## config.mk

```make
export PLATFORM = sky130hd
export DESIGN_NAME = cipher_feeder
export DESIGN_NICKNAME = d
export VERILOG_FILES = /design/src/rtl/cipher_pkg.sv /design/src/rtl/cipher_msg_buf.sv /design/src/rtl/cipher_feeder.sv
export SDC_FILE = /design/constraint.sdc
export NUM_CORES = 1
export LEC_CHECK = 0
export CORE_MARGIN = 5
export CORE_UTILIZATION = 40
export CTS_CLUSTER_SIZE = 12
export DETAILED_ROUTE_END_ITERATION = 8
export SLEW_MARGIN = 20
export SYNTH_ARGS = -nofsm -noshare
export SYNTH_HDL_FRONTEND = slang
export SYNTH_SLANG_ARGS = --single-unit
export TNS_END_PERCENT = 50
```

## constraint.sdc

```tcl
create_clock -name clk -period 3.8 [get_ports clk]
set_clock_uncertainty 0.15 [all_clocks]
set_input_delay 1.14 -clock clk [delete_from_list [all_inputs] [get_ports clk]]
set_output_delay 1.14 -clock clk [all_outputs]
set_load 0.03 [all_outputs]
```

## src/rtl/cipher_pkg.sv

```systemverilog
// Shared types and constants for the cipher_feeder slice.
// The CIPHER_FEEDER_PAD_EN macro enables message padding in cipher_feeder.
package cipher_pkg;

    localparam int CH_W = 8;
    localparam logic [CH_W-1:0] SEED_FALLBACK = 8'h01;
    localparam int PAD_ALIGN = 4;

    typedef enum logic [2:0] {
        IDLE   = 3'd0,
        KEY    = 3'd1,
        LOAD   = 3'd2,
        ARM    = 3'd3,
        STREAM = 3'd4,
        DONE   = 3'd5
    } feeder_state_t;

    // An all-zero seed would stall the keystream, so it is replaced by the fallback.
    function automatic logic [CH_W-1:0] fold_seed(input logic [CH_W-1:0] acc);
        if (acc == {CH_W{1'b0}}) begin
            return SEED_FALLBACK;
        end else begin
            return acc;
        end
    endfunction

endpackage

```

## src/rtl/cipher_msg_buf.sv

```systemverilog
// DEPTH x W message store: synchronous write port, registered read port.
// The read register holds its value whenever rd_en is low.
module cipher_msg_buf
    import cipher_pkg::*;
#(
    parameter int DEPTH = 16,
    parameter int W     = CH_W
)(
    input  logic                     clk,
    input  logic                     rst,
    input  logic                     wr_en,
    input  logic [$clog2(DEPTH)-1:0] wr_addr,
    input  logic [W-1:0]             wr_data,
    input  logic                     rd_en,
    input  logic [$clog2(DEPTH)-1:0] rd_addr,
    output logic [W-1:0]             rd_data
);

    logic [W-1:0] mem_r [DEPTH];
    logic [W-1:0] rd_data_r;

    // Storage array; contents are don't-care after reset.
    always_ff @(posedge clk) begin
        if (wr_en) begin
            mem_r[wr_addr] <= wr_data;
        end
    end

    // Registered read port, cleared by reset and held between reads.
    always_ff @(posedge clk) begin
        if (rst) begin
            rd_data_r <= {W{1'b0}};
        end else if (rd_en) begin
            rd_data_r <= mem_r[rd_addr];
        end
    end

    assign rd_data = rd_data_r;

endmodule

```

## src/rtl/cipher_feeder.sv

```systemverilog
// cipher_feeder: folds a key phrase into an 8-bit seed, buffers one message,
// then drives cipher_core with seed, a start pulse and a gapless byte stream.
// Optional padding to a multiple of four bytes: define CIPHER_FEEDER_PAD_EN.
module cipher_feeder
    import cipher_pkg::*;
#(
    parameter int DEPTH = 16
`ifdef CIPHER_FEEDER_PAD_EN
    ,
    parameter logic [CH_W-1:0] PAD_CHAR = 8'h20
`endif
)(
    input  logic            clk,
    input  logic            rst,
    input  logic            key_valid,
    input  logic [CH_W-1:0] key_data,
    input  logic            key_last,
    output logic            key_ready,
    input  logic            in_valid,
    input  logic [CH_W-1:0] in_data,
    input  logic            in_last,
    output logic            in_ready,
    output logic [CH_W-1:0] seed_out,
    output logic            start_out,
    output logic [CH_W-1:0] ch_out,
    output logic            ch_valid,
    output logic            busy,
    output logic            done,
`ifdef CIPHER_FEEDER_PAD_EN
    output logic [1:0]      pad_count,
`endif
    output logic            overflow
);

    localparam int AW = $clog2(DEPTH);
    localparam int LW = AW + 1;

    feeder_state_t   state_r, state_s;
    logic [CH_W-1:0] acc_r;
    logic [CH_W-1:0] seed_r;
    logic [LW-1:0]   len_r;
    logic [LW-1:0]   rd_r;
    logic            overflow_r;
    logic            key_ready_r, in_ready_r, start_r, ch_valid_r, busy_r, done_r;

    logic            key_acc_s, in_acc_s, len_full_s;
    logic            wr_en_s, rd_en_s;
    logic [LW-1:0]   len_inc_s, len_exit_s;
    logic [CH_W-1:0] buf_rdata_s;

`ifdef CIPHER_FEEDER_PAD_EN
    logic [LW-1:0]   len_round_s;
    logic [LW-1:0]   data_len_r;
    logic [1:0]      pad_count_r;
    logic            pad_sel_r;
`endif

    assign key_acc_s  = key_valid && key_ready_r;
    assign in_acc_s   = in_valid && in_ready_r;
    assign len_full_s = (len_r == LW'(DEPTH));
    assign len_inc_s  = len_r + LW'(wr_en_s);

    // Next-state decode plus buffer write/read strobes.
    always_comb begin
        state_s = state_r;
        wr_en_s = 1'b0;
        rd_en_s = 1'b0;
        case (state_r)
            IDLE: begin
                if (key_acc_s) begin
                    if (key_last) begin
                        state_s = LOAD;
                    end else begin
                        state_s = KEY;
                    end
                end else begin
                    state_s = IDLE;
                end
            end
            KEY: begin
                if (key_acc_s && key_last) begin
                    state_s = LOAD;
                end else begin
                    state_s = KEY;
                end
            end
            LOAD: begin
                if (in_acc_s) begin
                    wr_en_s = !len_full_s;
                    if (in_last) begin
                        state_s = ARM;
                    end else begin
                        state_s = LOAD;
                    end
                end else begin
                    state_s = LOAD;
                end
            end
            ARM: begin
                // Prefetch byte 0 so it is on ch_out in the first STREAM cycle.
                rd_en_s = 1'b1;
                state_s = STREAM;
            end
            STREAM: begin
                // rd_r is the next fetch address; reaching len_r means the last byte is out.
                if (rd_r == len_r) begin
                    state_s = DONE;
                end else begin
                    rd_en_s = 1'b1;
                    state_s = STREAM;
                end
            end
            DONE: begin
                state_s = IDLE;
            end
            default: begin
                state_s = IDLE;
            end
        endcase
    end

    // Length that the stream will use once the message is complete.
    always_comb begin
`ifdef CIPHER_FEEDER_PAD_EN
        len_round_s = (len_inc_s + LW'(PAD_ALIGN - 1)) & ~LW'(PAD_ALIGN - 1);
        if (len_round_s > LW'(DEPTH)) begin
            len_exit_s = LW'(DEPTH);
        end else begin
            len_exit_s = len_round_s;
        end
`else
        len_exit_s = len_inc_s;
`endif
    end

    // State register.
    always_ff @(posedge clk) begin
        if (rst) begin
            state_r <= IDLE;
        end else begin
            state_r <= state_s;
        end
    end

    // Key accumulator, seed capture and overflow flag.
    always_ff @(posedge clk) begin
        if (rst) begin
            acc_r      <= {CH_W{1'b0}};
            seed_r     <= {CH_W{1'b0}};
            overflow_r <= 1'b0;
        end else if (key_acc_s) begin
            // XOR with 0x00 is the identity, so zero bytes drop out naturally.
            overflow_r <= 1'b0;
            if (key_last) begin
                seed_r <= fold_seed(acc_r ^ key_data);
                acc_r  <= {CH_W{1'b0}};
            end else begin
                acc_r  <= acc_r ^ key_data;
            end
        end else if (wr_en_s && (len_inc_s == LW'(DEPTH)) && !in_last) begin
            overflow_r <= 1'b1;
        end
    end

    // Message length and stream read pointer.
    always_ff @(posedge clk) begin
        if (rst) begin
            len_r <= {LW{1'b0}};
            rd_r  <= {LW{1'b0}};
        end else begin
            case (state_r)
                LOAD: begin
                    if (in_acc_s && in_last) begin
                        len_r <= len_exit_s;
                    end else begin
                        len_r <= len_inc_s;
                    end
                end
                ARM, STREAM: begin
                    if (rd_en_s) begin
                        rd_r <= rd_r + {{(LW-1){1'b0}}, 1'b1};
                    end
                end
                DONE: begin
                    len_r <= {LW{1'b0}};
                    rd_r  <= {LW{1'b0}};
                end
                default: begin
                    len_r <= len_r;
                    rd_r  <= rd_r;
                end
            endcase
        end
    end

`ifdef CIPHER_FEEDER_PAD_EN
    // Real data length and pad count captured as the message closes; pad select tracks each fetch.
    always_ff @(posedge clk) begin
        if (rst) begin
            data_len_r  <= {LW{1'b0}};
            pad_count_r <= 2'd0;
            pad_sel_r   <= 1'b0;
        end else begin
            if ((state_r == LOAD) && in_acc_s && in_last) begin
                data_len_r  <= len_inc_s;
                pad_count_r <= 2'(len_exit_s - len_inc_s);
            end
            if (rd_en_s) begin
                pad_sel_r <= (rd_r >= data_len_r);
            end
        end
    end

    assign pad_count = pad_count_r;
    assign ch_out    = pad_sel_r ? PAD_CHAR : buf_rdata_s;
`else
    assign ch_out    = buf_rdata_s;
`endif

    // Handshake and status outputs, registered from the next state.
    always_ff @(posedge clk) begin
        if (rst) begin
            key_ready_r <= 1'b1;
            in_ready_r  <= 1'b0;
            start_r     <= 1'b0;
            ch_valid_r  <= 1'b0;
            busy_r      <= 1'b0;
            done_r      <= 1'b0;
        end else begin
            key_ready_r <= (state_s == IDLE) || (state_s == KEY);
            in_ready_r  <= (state_s == LOAD);
            start_r     <= (state_s == ARM);
            ch_valid_r  <= (state_s == STREAM);
            busy_r      <= (state_s != IDLE);
            done_r      <= (state_s == DONE);
        end
    end

    cipher_msg_buf #(
        .DEPTH (DEPTH),
        .W     (CH_W)
    ) u_buf (
        .clk     (clk),
        .rst     (rst),
        .wr_en   (wr_en_s),
        .wr_addr (len_r[AW-1:0]),
        .wr_data (in_data),
        .rd_en   (rd_en_s),
        .rd_addr (rd_r[AW-1:0]),
        .rd_data (buf_rdata_s)
    );

    assign key_ready = key_ready_r;
    assign in_ready  = in_ready_r;
    assign seed_out  = seed_r;
    assign start_out = start_r;
    assign ch_valid  = ch_valid_r;
    assign busy      = busy_r;
    assign done      = done_r;
    assign overflow  = overflow_r;

endmodule

```

Yosys cells after proc, flatten, opt, wreduce, memory -nomap -nowiden:

Memories as Yosys holds them, arrays and structs flattened. A register that Yosys moved wholly into a read port is not among the register bits.
Cells that the tools add are included.

* reduce and logical (&&, ||, !) cells: 18
* equal/unequal tests: 14
* multiplexer cells: 18
* bitwise operators: 1
* add/subtract/negate cells: 2

Operators by type and width (count)
* 5-bit case mux with 2 select lines: 2
* 8-bit 2-to-1 mux: 2
* 3-bit case mux with 5 select lines: 1
* 3-bit by 2-bit == test with 1-bit output, second input constant: 4
* 3-bit == test, second input constant: 4
* 5-bit == test, second input constant: 2
* 8-bit zero test: 1
* 8-bit bitwise XOR: 1
* 1-bit 2-to-1 mux: 7
* 3-bit by 1-bit == test with 1-bit output, second input constant: 2
* 3-bit zero test: 2
* 3-bit 2-to-1 mux: 2
* 5-bit by 1-bit adder with 5-bit output: 1
* 5-bit by 1-bit adder with 5-bit output, second input constant: 1
* 5-bit == test: 1
* 1-bit logical AND: 5
* 5-bit 2-to-1 mux: 1
* 2-bit 2-to-1 mux: 2
* 2-bit AND reduction: 2
* 2-bit nonzero test: 2
* 2-bit OR reduction: 2
* 3-bit nonzero test: 1
* 1-bit zero test: 2
* 2-bit != test, second input constant: 1
* 2 further kinds: 2

* output and inout bits: 23
* word-level logic and storage cells: 66
* register bits after elaboration: 36
* memories kept: 1
* input port bits: 22
* memory bits (writable): 128

Memories
* u_buf.mem_r: depth 16, bits a word 8, rd ports 1, clocked after Yosys merged registers in 1, write ports 1, RTL line cipher_msg_buf.sv:19 `logic [W-1:0] mem_r [DEPTH];`

Logic depth before layout (Yosys ltp):

* word-level depth: 8
* depth in mapped cells: 10

By module:

Synthesis repeated with hierarchy kept, for this count alone.

* cell total of the unflattened synthesis: 515
* area total of the unflattened synthesis: 7065.5 µm²

Modules (own cells, without submodules)
* cipher_msg_buf: area an instance 5343.9 µm², cells an instance 316, times used 1
* cipher_feeder: area an instance 1721.7 µm², cells an instance 199, times used 1

Worst setup path before layout:

Ideal clock, no wire load.

* path type: input -> register
* start point: input port in_valid
* end point: memory u_buf.mem_r[0][0] in the netlist's numbering, enable pin
* path slack: 766 ps
* data arrival time: 2489 ps
* data required time: 3255 ps
* buffers on the path: 0
* stages: 4
* cells stage by stage: nand2_1 -> nor4_1 -> nand2b_1 -> nor4_1

* cells in the longest elaborated chain, start to end: 5

RTL lines
* from (decl): RTL line cipher_feeder.sv:19 `input logic in_valid,`
* 1-bit logical AND: RTL line cipher_feeder.sv:59 `assign in_acc_s = in_valid && in_ready_r;`
* 1-bit 2-to-1 mux: RTL line cipher_feeder.sv:88 `if (in_acc_s) begin`
* 1-bit 2-to-1 mux: RTL line cipher_feeder.sv:68 `case (state_r)`
* 1-bit 2-to-1 mux: RTL line cipher_msg_buf.sv:24 `if (wr_en) begin`
* 1-bit 2-to-1 mux (implied by the code): RTL line cipher_msg_buf.sv:25 `mem_r[wr_addr] <= wr_data;`
* to (decl): RTL line cipher_msg_buf.sv:19

No other way between the ends.

Worst setup path after layout:

* start point: input port in_valid
* end point: register len_r[4]

* cells in the longest elaborated chain, start to end: 5

RTL lines
* 1-bit logical AND: RTL line cipher_feeder.sv:59
* 1-bit 2-to-1 mux: RTL line cipher_feeder.sv:88
* 1-bit 2-to-1 mux: RTL line cipher_feeder.sv:68
* 5-bit by 1-bit adder with 5-bit output: RTL line cipher_feeder.sv:61 `assign len_inc_s = len_r + LW'(wr_en_s);`
* 5-bit case mux with 2 select lines: RTL line cipher_feeder.sv:171 `case (state_r)`
* to (signal assigned): RTL line cipher_feeder.sv:168 `len_r <= {LW{1'b0}};`
* to (signal assigned): RTL line cipher_feeder.sv:174 `len_r <= len_exit_s;`
* to (signal assigned): RTL line cipher_feeder.sv:176 `len_r <= len_inc_s;`
* to (decl): RTL line cipher_feeder.sv:41 `logic [LW-1:0] len_r;`

No other way between the ends.
A chain may end at the register's enable or synchronous reset.

==> metrics.yaml <==
run_status:
  outcome: "complete, no violations"
synth:
  yosys-top-cells-area: "edfxtp_1 (55%), dfxtp_1 (13%), mux4_2 (7.7%), mux2_2 (2.7%), a211oi_1 (2.6%)"
  synth_area_leader_cell: "edfxtp_1"
  synth-seq-cells: 172
  synth_cells: 482
  synth_edf_count: 128
  syn-mean-instance-area_um2: 14.5
  ys_seq_area_share_pct: 67.4
  syn_area_um2: 7010
  yosysWarnings: 0
  syn-num-nets: 507
  synth_top_area_share_pct: 54.8
  synth.distinct_cells: 46
  ys.flop_type: "edfxtp_1"
  ys_async_sr_fraction_pct: 0
final_layout:
  multi_input_area_um2: 2110
  final_cell_area_um2: 8310
  n_antenna_cell: 0
  seq_area_um2: 4730
  area_delta_synth_final_pct: 18.6
  post_route_cells_drive_above_1_share_pct: 18.4
  layout.nets: 561
  utilization_pct: 48.2
  fillers: 1458
sta:
  slew_violations: 0
  fin_crit_ps: 3080
  rsz0062_at_grt: "no"
  tightest_slew_ps: 823
  hold_viol: 0
  fmax_ghz: 0.325
  finalCritPeriodShare_pct: 81.1
  max_slew_margin_pct: 45.1
  finalSetupViolCount: 0
  fin_tns_setup_ps: 0
  fin_ws_ps: 719
placed_design:
  port_buffers: 44
  gp_congestion: 0.763
  dpl.hpwl_mm: 9.60
  postPlaceCellArea_um2: 7750
  dp_slack_ps: 339
worst_setup_path:
  crit_top_cell: "ha_1"
  arrival_ps: 3250
  cp-end-kind: "register"
  startpoint_type: "input pin"
  critical_path_class: "input pin to register"
  worst_path_max_delay_cell: "clkdlybuf4s50_1"
  crit_start: "in_valid"
  crit_chain: "clkdlybuf4s50_1, nand2_1, a211oi_1, ha_1, ha_1, nand3_1, or3_1, a221oi_1"
  cpPeakStageDelay_ps: 460
  r2r-start: "state_r[2]"
  required_ps: 3970
  crit_fanout: 4
global_routing:
  grt_remaining_overflow: 0
  grt_pass1_vias: 4173
  grt_pass1_wl_mm: 23.3
  grt_max_degree: 49
  antenna_found_initial: 0
  grt_usage_pct: 15.3
die:
  initial_core_util_pct: 40.7
  die-width_um: 142
  ioPinCount: 45
  die_h_um: 142
  die_area_um2: 20300
  fp.coreArea_um2: 17200
  row_count: 48
hold_path:
  hp-class: "register to register"
  min_from: "acc_r[0]"
routing:
  via_per_inst: 5.33
  drcViolationCount: 0
  drt_wl_total_mm: 14.9
  wl_per_cell_um: 19.3
  ant_nets: 0
  drt_iter0_markers: 315
  drt_pass1_iterations: 4
  via_count: 4120
power_and_ir_drop:
  p_leak_nw: 2.61
  power_density_nw_per_um2: 475
  vdd_drop_max_uv: 300
clock_network:
  cts_tree: "done"
  post_cts.repair.setup_buffers: 0
  cts-root-buf: "clkbuf_16"
  h-tree-depth: 4
  clock-sinks: 172
  cts_resized: 0
  ctsHoldBuffers: 0
  cts_buffers: 17
  cts.clk_slew.worst_paths_ps: 60
  clock_latency_ps: 420
  clock_path_buffers: 2
run:
  maxCapViolations: 0
[layout make-up]
class                           instances  share of cell area [%]
Multi-Input combinational cell        276                    25.4
Clock buffer                           17                    5.12
Inverter                                2                  0.0903
Tap cell                              225                    3.39
Timing Repair Buffer                   67                    7.53
Clock inverter                         14                    1.61
Sequential cell                       172                    56.9
[per-stage QoR]
step / total power [mW] / cells / hold WS, ps
floorplan: 2.24 / 482 / 302
global placement: 2.34 / 742 / 310
detailed placement: 2.35 / 742 / 322
CTS: 3.99 / 773 / 328
global route: 4.10 / 773 / 350
finish: 3.95 / 773 / 327
[registers in the layout, summed over array words and instances (netlist names)]
register,count
start_out,1
in_ready,1
len_r,5
u_buf.rd_data,8
rd_r,5
busy,1
overflow,1
u_buf.mem_r,128
done,1
seed_out,8
key_ready,1
acc_r,8
state_r,3
ch_valid,1
[layout by cell type (no fill, tap or decap), types with 4 or more instances in the layout]
| cell type | netlist | final |
|---|---|---|
| dfxtp_1 | 44 | 42 |
| clkbuf_16 | 0 | 17 |
| mux2_2 | 17 | 17 |
| nand3b_1 | 9 | 9 |
| mux4_2 | 24 | 24 |
| o21ai_0 | 12 | 12 |
| nand2b_1 | 7 | 7 |
| nor2_1 | 44 | 44 |
| o22ai_1 | 8 | 8 |
| inv_6 | 0 | 6 |
| edfxtp_1 | 128 | 128 |
| nor2b_1 | 13 | 13 |
| a211oi_1 | 24 | 24 |
| clkdlybuf4s50_1 | 0 | 44 |
| buf_4 | 2 | 22 |
| nor4_1 | 4 | 4 |
| clkinv_4 | 0 | 4 |
| xnor2_1 | 14 | 14 |
| a21oi_1 | 14 | 14 |
| nand2_1 | 24 | 24 |
| nand3_1 | 6 | 6 |
| nor3_1 | 23 | 23 |
[cells by family (layout without fill, tap and decap cells)]
group / after synthesis / count (layout) / share of synthesized area [%]
muxes: 42 / 42 / 10.6
xor gates and xnor gates: 15 / 15 / 1.87
AOI/OAI and AO/OA: 75 / 75 / 7.30
DFF: 172 / 172 / 67.4
buffers and inverters: 34 / 100 / 2.46
and+or+nand+nor: 141 / 141 / 9.82
adders and majority gates: 3 / 3 / 0.536
[metal layers]
metal / share of wire, % / GRT usage, % / vias to the layer above / wire, um
met5: 0 / 0 / - / 0
met4: 1.0 / 5.15 / 0 / 150
met3: 6.1 / 3.43 / 10 / 910
met2: 49 / 24.2 / 122 / 7260
met1: 44 / 21.2 / 2031 / 6600
li1: - / - / 1957 / -
[cells in the mapped netlist, types with 2 or more instances]
cell	count
a2111oi_0	3
a211oi_1	24
a211oi_2	2
a21oi_1	14
and2_1	3
buf_1	3
buf_2	11
buf_4	2
clkbuf_1	14
dfxtp_1	44
edfxtp_1	128
ha_1	3
inv_1	2
mux2_2	17
mux4_2	24
nand2_1	24
nand2b_1	7
nand3_1	6
nand3b_1	9
nand4_1	2
nor2_1	44
nor2b_1	13
nor3_1	23
nor4_1	4
o211ai_1	2
o21ai_0	12
o22ai_1	8
or3_1	3
xnor2_1	14
[worst paths after layout]
path,cells past startpoint,to,slack [ps]
min,2,acc_r[0],330
max reg2reg,8,len_r[4],1010
max,8,len_r[4],720
min reg2reg,2,acc_r[0],330
[worst max-delay path, delay by kind of cell]
family | cells | cell delay [ps]
adder cells (fa/ha/maj) | 2 | 490
AND/OR/NAND/NOR | 3 | 570
AO/OA/AOI/OAI | 2 | 590
buffers and inverters | 1 | 460
[report_power, final]
group          internal [mW]  leakage (nW)  total (mW)  switching [mW]
combinational         0.0969         0.827       0.239           0.142
clock                  0.911         0.273        1.64           0.732
sequential              2.04          1.51        2.07          0.0276
total                   3.05          2.61        3.95           0.902
Note: power is estimated with default switching activity, not from simulation.
